**config.mk**
```make
export PLATFORM = sky130hd
export DESIGN_NAME = overlay_compositor
export DESIGN_NICKNAME = d
export VERILOG_FILES = /design/src/rtl/overlay_compositor.sv
export SDC_FILE = /design/constraint.sdc
export NUM_CORES = 1
export LEC_CHECK = 0
export CORE_UTILIZATION = 43
export CTS_CLUSTER_SIZE = 12
export DETAILED_ROUTE_END_ITERATION = 10
export HOLD_SLACK_MARGIN = 0.1
export PLACE_DENSITY_LB_ADDON = 0.05
export SLEW_MARGIN = 15
export SYNTH_ARGS = -nofsm -noshare
export SYNTH_HDL_FRONTEND = slang
export SYNTH_SLANG_ARGS = --single-unit
export TNS_END_PERCENT = 10
```
**constraint.sdc**
```tcl
create_clock -name clk -period 2 [get_ports clk]
set_clock_uncertainty 0.05 [all_clocks]
set_input_delay 0.6 -clock clk [delete_from_list [all_inputs] [get_ports clk]]
set_output_delay 0.6 -clock clk [all_outputs]
set_load 0.02 [all_outputs]
```
**src/rtl/overlay_compositor.sv**
```systemverilog
// overlay_compositor: registered RGB222/sync output stage with animated text hue, blink and background gradient
// Ports:
//   clk, rst_n          pixel clock, asynchronous active-low reset
//   hsync_in, vsync_in  active-low syncs from the sync generator
//   display_on          high inside the visible area
//   y                   current pixel row
//   overlay_active      text pixel flag from the overlay generator
//   cycle_en, blink_en  hue animation and text blink enables
//   hsync, vsync, r, g, b  registered VGA outputs, one clock behind the inputs
//   frame_count         frames elapsed, wraps at 256
module overlay_compositor #(
    parameter int CYCLE_FRAMES = 16,
    parameter int BLINK_BIT    = 5
) (
    input  logic       clk,
    input  logic       rst_n,
    input  logic       hsync_in,
    input  logic       vsync_in,
    input  logic       display_on,
    input  logic [9:0] y,
    input  logic       overlay_active,
    input  logic       cycle_en,
    input  logic       blink_en,
    output logic       hsync,
    output logic       vsync,
    output logic [1:0] r,
    output logic [1:0] g,
    output logic [1:0] b,
    output logic [7:0] frame_count
);
    typedef enum logic [2:0] {RED, YELLOW, GREEN, CYAN, BLUE, MAGENTA} hue_t;

    localparam logic [7:0] LAST = 8'(CYCLE_FRAMES - 1);

    hue_t       hue, hue_next;
    logic [7:0] sub, sub_next;
    logic       vs_prev, frame_edge, text_vis;
    logic [5:0] hue_rgb, pix;
    logic       unused_y;

    assign unused_y   = ^{y[9], y[6:0]};
    assign frame_edge = vs_prev & ~vsync_in;
    assign text_vis   = overlay_active & ~(blink_en & frame_count[BLINK_BIT]);

    always_comb begin
        hue_next = hue;
        sub_next = sub;
        if (frame_edge && cycle_en) begin
            if (sub == LAST) begin
                sub_next = 8'd0;
                hue_next = (hue == MAGENTA) ? RED : hue_t'(hue + 3'd1);
            end else begin
                sub_next = sub + 8'd1;
            end
        end
    end

    always_comb begin
        case (hue)
            YELLOW:  hue_rgb = 6'b11_11_00;
            GREEN:   hue_rgb = 6'b00_11_00;
            CYAN:    hue_rgb = 6'b00_11_11;
            BLUE:    hue_rgb = 6'b00_00_11;
            MAGENTA: hue_rgb = 6'b11_00_11;
            default: hue_rgb = 6'b11_00_00;
        endcase
    end

    // Pixel uses the pre-update hue and frame_count; blanking overrides everything
    assign pix = !display_on ? 6'd0 : text_vis ? hue_rgb : {4'd0, y[8:7]};

    always_ff @(posedge clk or negedge rst_n) begin
        if (!rst_n)
            hue <= RED;
        else
            hue <= hue_next;
    end

    always_ff @(posedge clk or negedge rst_n) begin
        if (!rst_n) begin
            hsync       <= 1'b1;
            vsync       <= 1'b1;
            {r, g, b}   <= 6'd0;
            frame_count <= 8'd0;
            sub         <= 8'd0;
            vs_prev     <= 1'b1;
        end else begin
            hsync       <= hsync_in;
            vsync       <= vsync_in;
            {r, g, b}   <= pix;
            frame_count <= frame_count + {7'd0, frame_edge};
            sub         <= sub_next;
            vs_prev     <= vsync_in;
        end
    end
endmodule

```
After elaboration in Yosys (flattened, before gate mapping):

Cells that the tools add are included.

* add/subtract/negate cells: 3
* equal/unequal tests: 6
* muxes and demuxes: 5
* bitwise logic cells: 5
* reductions and logical operators: 2

Operators by type and width (number)
* $pmux 6 s5: 1
* $mux 6: 2
* $add 8x1->8: 1
* $add 8x1->8 const B: 1
* $eq 8x4->1 const B: 1
* $mux 8: 1
* $eq 3x2->1 const B: 2
* $eq 3x3->1 const B: 2
* $add 3x1->3 const B: 1
* $and 1x1->1: 3
* $eq 3x1->1 const B: 1
* $mux 3: 1
* $not 1->1: 2
* $reduce_and 2->1: 1
* $logic_and 1x1->1: 1

* flip-flop bits (word level): 27
* input port bits: 18
* output and inout port bits: 16
* word-level logic and storage cells: 29

Longest topological paths before layout:

* depth after elaboration: 5
* depth in mapped cells: 6
* depth with buffers taken out: 6

Least setup slack after synthesis:

Ideal clock, no wire load.

* path kind: reg2reg
* start point: reg vs_prev
* end point: reg frame_count[6]
* library setup time: 0.080 ns
* arrival time: 1.485 ns
* data required time: 1.870 ns
* path slack: 0.385 ns
* stages on the path, launching flop included: 7
* path buffers: 0
* period minus slack after synthesis: 1.615 ns
* cell sequence: dfstp_2 -> nor2b_1 -> ha_1 -> ha_1 -> nand3_1 -> nor2_1 -> xor2_1

* longest elaborated chain between the ends: 2

RTL lines
* from (decl): RTL line 37 `logic vs_prev, frame_edge, text_vis;`
* from (signal assigned): RTL line 93 `vs_prev <= vsync_in;`
* $and 1x1->1: RTL line 42 `assign frame_edge = vs_prev & ~vsync_in;`
* $add 8x1->8: RTL line 91 `frame_count <= frame_count + {7'd0, frame_edge};`
* to (signal assigned): RTL line 91
* to (decl): RTL line 29 `output logic [7:0] frame_count`

No other way between the ends.
A chain may end at the register's enable or synchronous reset.

Worst setup path in the final report:

* start point: reg frame_count[5]
* end point: out frame_count[5]

No word-level cell between the ends.

==> qor.txt <==
max incr delay on CP = 0.61 ns
pin count of the biggest net entering global routing = 26
Fin. Hold Viols = 0
IO Pins = 34
core box area = 2520 um^2
reg2reg end = frame_count[6]
post-synth top area cell = dfrtp_1
# diodes = 0
CTS tree = yes
Detail Route Antenna Nets = 0
switching power = 431 uW
hold path cells = 1
vias in the first global route = 833
Starting DRT DRC Count = 2
Via Count = 825
number of enable flip-flop cells after synthesis = 0
sequential share of power = 0.546
Clock Latency Late Sink = 0.31 ns
H-tree Lvls = 1
detailed placement HPWL = 1.51 mm
sequential share of the synthesized area = 0.539
Critical path buffers and inverters = 1
largest delay contributor family on the critical path = buffers and inverters
final period utilization = 0.972
Crit Path Max Fanout = 2
Max-cap violations = 0
crit path time final = 1.94 ns
Post-synth top cells = dfrtp_1, nand2_1, ha_1, nor2_1, xor2_1
Port Buf Inserts = 25
top-count cell post-synth = dfrtp_1
total clock buffers created by CTS = 3
Critical Path RT = 1.35 ns
Final Max Slew Viols = 0
CP max stage cell = clkdlybuf4s50_1
run status = completed
share of cells above drive strength 1 = 0.113
Mapped Cells = 101
GPL Wtd Cong = 0.738
Syn Nets = 125
chip width = 54.1 um
f_max = 514 MHz
TritonCTS Sinks = 25
#FFs+latches synth = 25
Setup crit end kind = output port
Int Power = 854 uW
DP Cell Count = 159
antenna violations before repair = 0
synthesized area = 1170 um^2
die height = 54.1 um
Syn. warnings = 0
Clock power frac = 0.174
R2R Setup Slk = 0.31 ns
Hold Path End = frame_count[7]
Syn-to-layout area delta = 29.3%
Total Power = 1.29 mW
R2R cell count = 6
Clock transition at path regs = 0.13 ns
actual slew at the worst max-slew pin = 0.338 ns
total grt overflow = 0
# rows = 18
DRT Pass-1 Iters = 4
post-synthesis cell type count = 31
switching share of power = 0.335
Layout Cells excl Fill = 163
Die Area = 2920 um^2
post-synth top area share = 0.494
first-pass GRT wire length = 3.42 mm
post-route DRC violation count = 0
Starting Density = 0.462
Via density = 5.06
Worst IR Drop VDD = 660 uV
Reg-to-Reg Start = vs_prev
Worst EP arrival = 1.29 ns
largest cells by area after synthesis = dfrtp_1, ha_1, dfstp_2
CP Cell Sequence = clkdlybuf4s50_1
HP Class = reg -> reg
Async SR Flop Fraction = 1.00
hold bufs inserted after CTS = 0
CTS root buf = clkbuf_4
Final setup viols = 0
crit start category = flip-flop
Syn Area/Cell = 11.5 um^2
CP Class = reg -> out
hold path start = frame_count[7]
CTS max path bufs = 2
WL/cell = 12.5 um
Power Dens Cells = 852 nW/um^2
dominant synthesized flop cell = dfrtp_1
TNS Setup = 0 ns
NumNets Final = 158
max_slew headroom = 0.773
final wirelength = 2.04 mm
GR Util All Layers = 0.166
Combinational Power Share = 0.279
RSZ-0062 raised after global routing = no
Leakage = 0.802 nW
[cells by family after synthesis]
kind of cell | after synthesis | synth area share
buffers and inverters | 5 | 0.0225
flip-flops | 25 | 0.539
XOR/XNOR | 11 | 0.0826
AND/OR/NAND/NOR | 40 | 0.203
AO/OA/AOI/OAI | 12 | 0.0697
adder cells (fa/ha/maj) | 6 | 0.0644
multiplexers | 2 | 0.0193
[layer usage]
metal,vias to the layer above,part of all wire,GRT usage
met5,-,0,0
met4,0,0.0074,0.0769
met3,2,0.042,0.0311
met2,15,0.50,0.284
met1,393,0.45,0.200
li1,415,-,-
[power groups by stage]
stage               sequential (mW)  clock, mW  combinational (mW)
floorplan                     0.774          0               0.122
global placement              0.705          0               0.389
detailed placement            0.709          0               0.393
CTS                           0.700      0.239               0.366
global route                  0.714      0.251               0.396
finish                        0.702      0.224               0.359
[sequential cells by signal (all words and copies together) (netlist names)]
name and flops:
b 2, g 1, frame_count 8, sub 8, r 1, hsync 1
hue 3, vs_prev 1
[worst max path at each step]
stage	from	cells past startpoint	slack, ns	to
floorplan	vs_prev	6	0.39	frame_count[6]
global placement	vsync_in	7	-0.11	frame_count[6]
detailed placement	vsync_in	7	-0.17	frame_count[6]
CTS	frame_count[6]	1	0.004	frame_count[6]
global route	frame_count[5]	1	0.002	frame_count[5]
finish	frame_count[5]	1	0.06	frame_count[5]
[cells in the final DEF (no fill, tap or decap), types with 2 or more instances in the layout]
cell,synthesis,final
dfrtp_1,23,23
clkdlybuf4s50_1,0,14
nand2_1,12,12
nor2_1,6,6
xor2_1,6,6
ha_1,6,6
dlygate4sd2_1,0,6
xnor2_1,5,5
dlymetal6s2s_1,0,5
buf_4,2,5
nand3_1,4,4
inv_1,3,3
a21boi_0,3,3
a21oi_1,3,3
clkbuf_4,0,3
nor2b_1,2,2
and2_1,2,2
and3_1,2,2
nand4_1,2,2
mux2_1,2,2
nor3_1,2,2
o21ai_0,2,2
dfstp_2,2,2
[area by class of cell]
class,count,area (um^2)
Clock buffer,4,26.3
Fill cell,233,1010
Inverter,3,11.3
Multi-Input combinational cell,71,512
Sequential cell,25,628
Tap cell,30,37.5
Timing Repair Buffer,30,293
[what timing repair did]
action | 4_1_cts | 5_1_grt
setup endpoints to repair | 6 | 5
buffers inserted | 0 | 0
gates resized for setup | 6 | 5
[stage by stage]
stage / hold slack (ns) / instance area [um^2] / setup WS, ns / util
floorplan: 0.254 / 1170 / 0.385 / -
global placement: 0.411 / 1480 / -0.111 / 0.585
detailed placement: 0.425 / 1480 / -0.165 / 0.585
CTS: 0.446 / 1500 / 0.00352 / 0.593
global route: 0.484 / 1510 / 0.00230 / 0.598
finish: 0.430 / 1510 / 0.0562 / 0.598
Power figures use the tool's default switching activity.
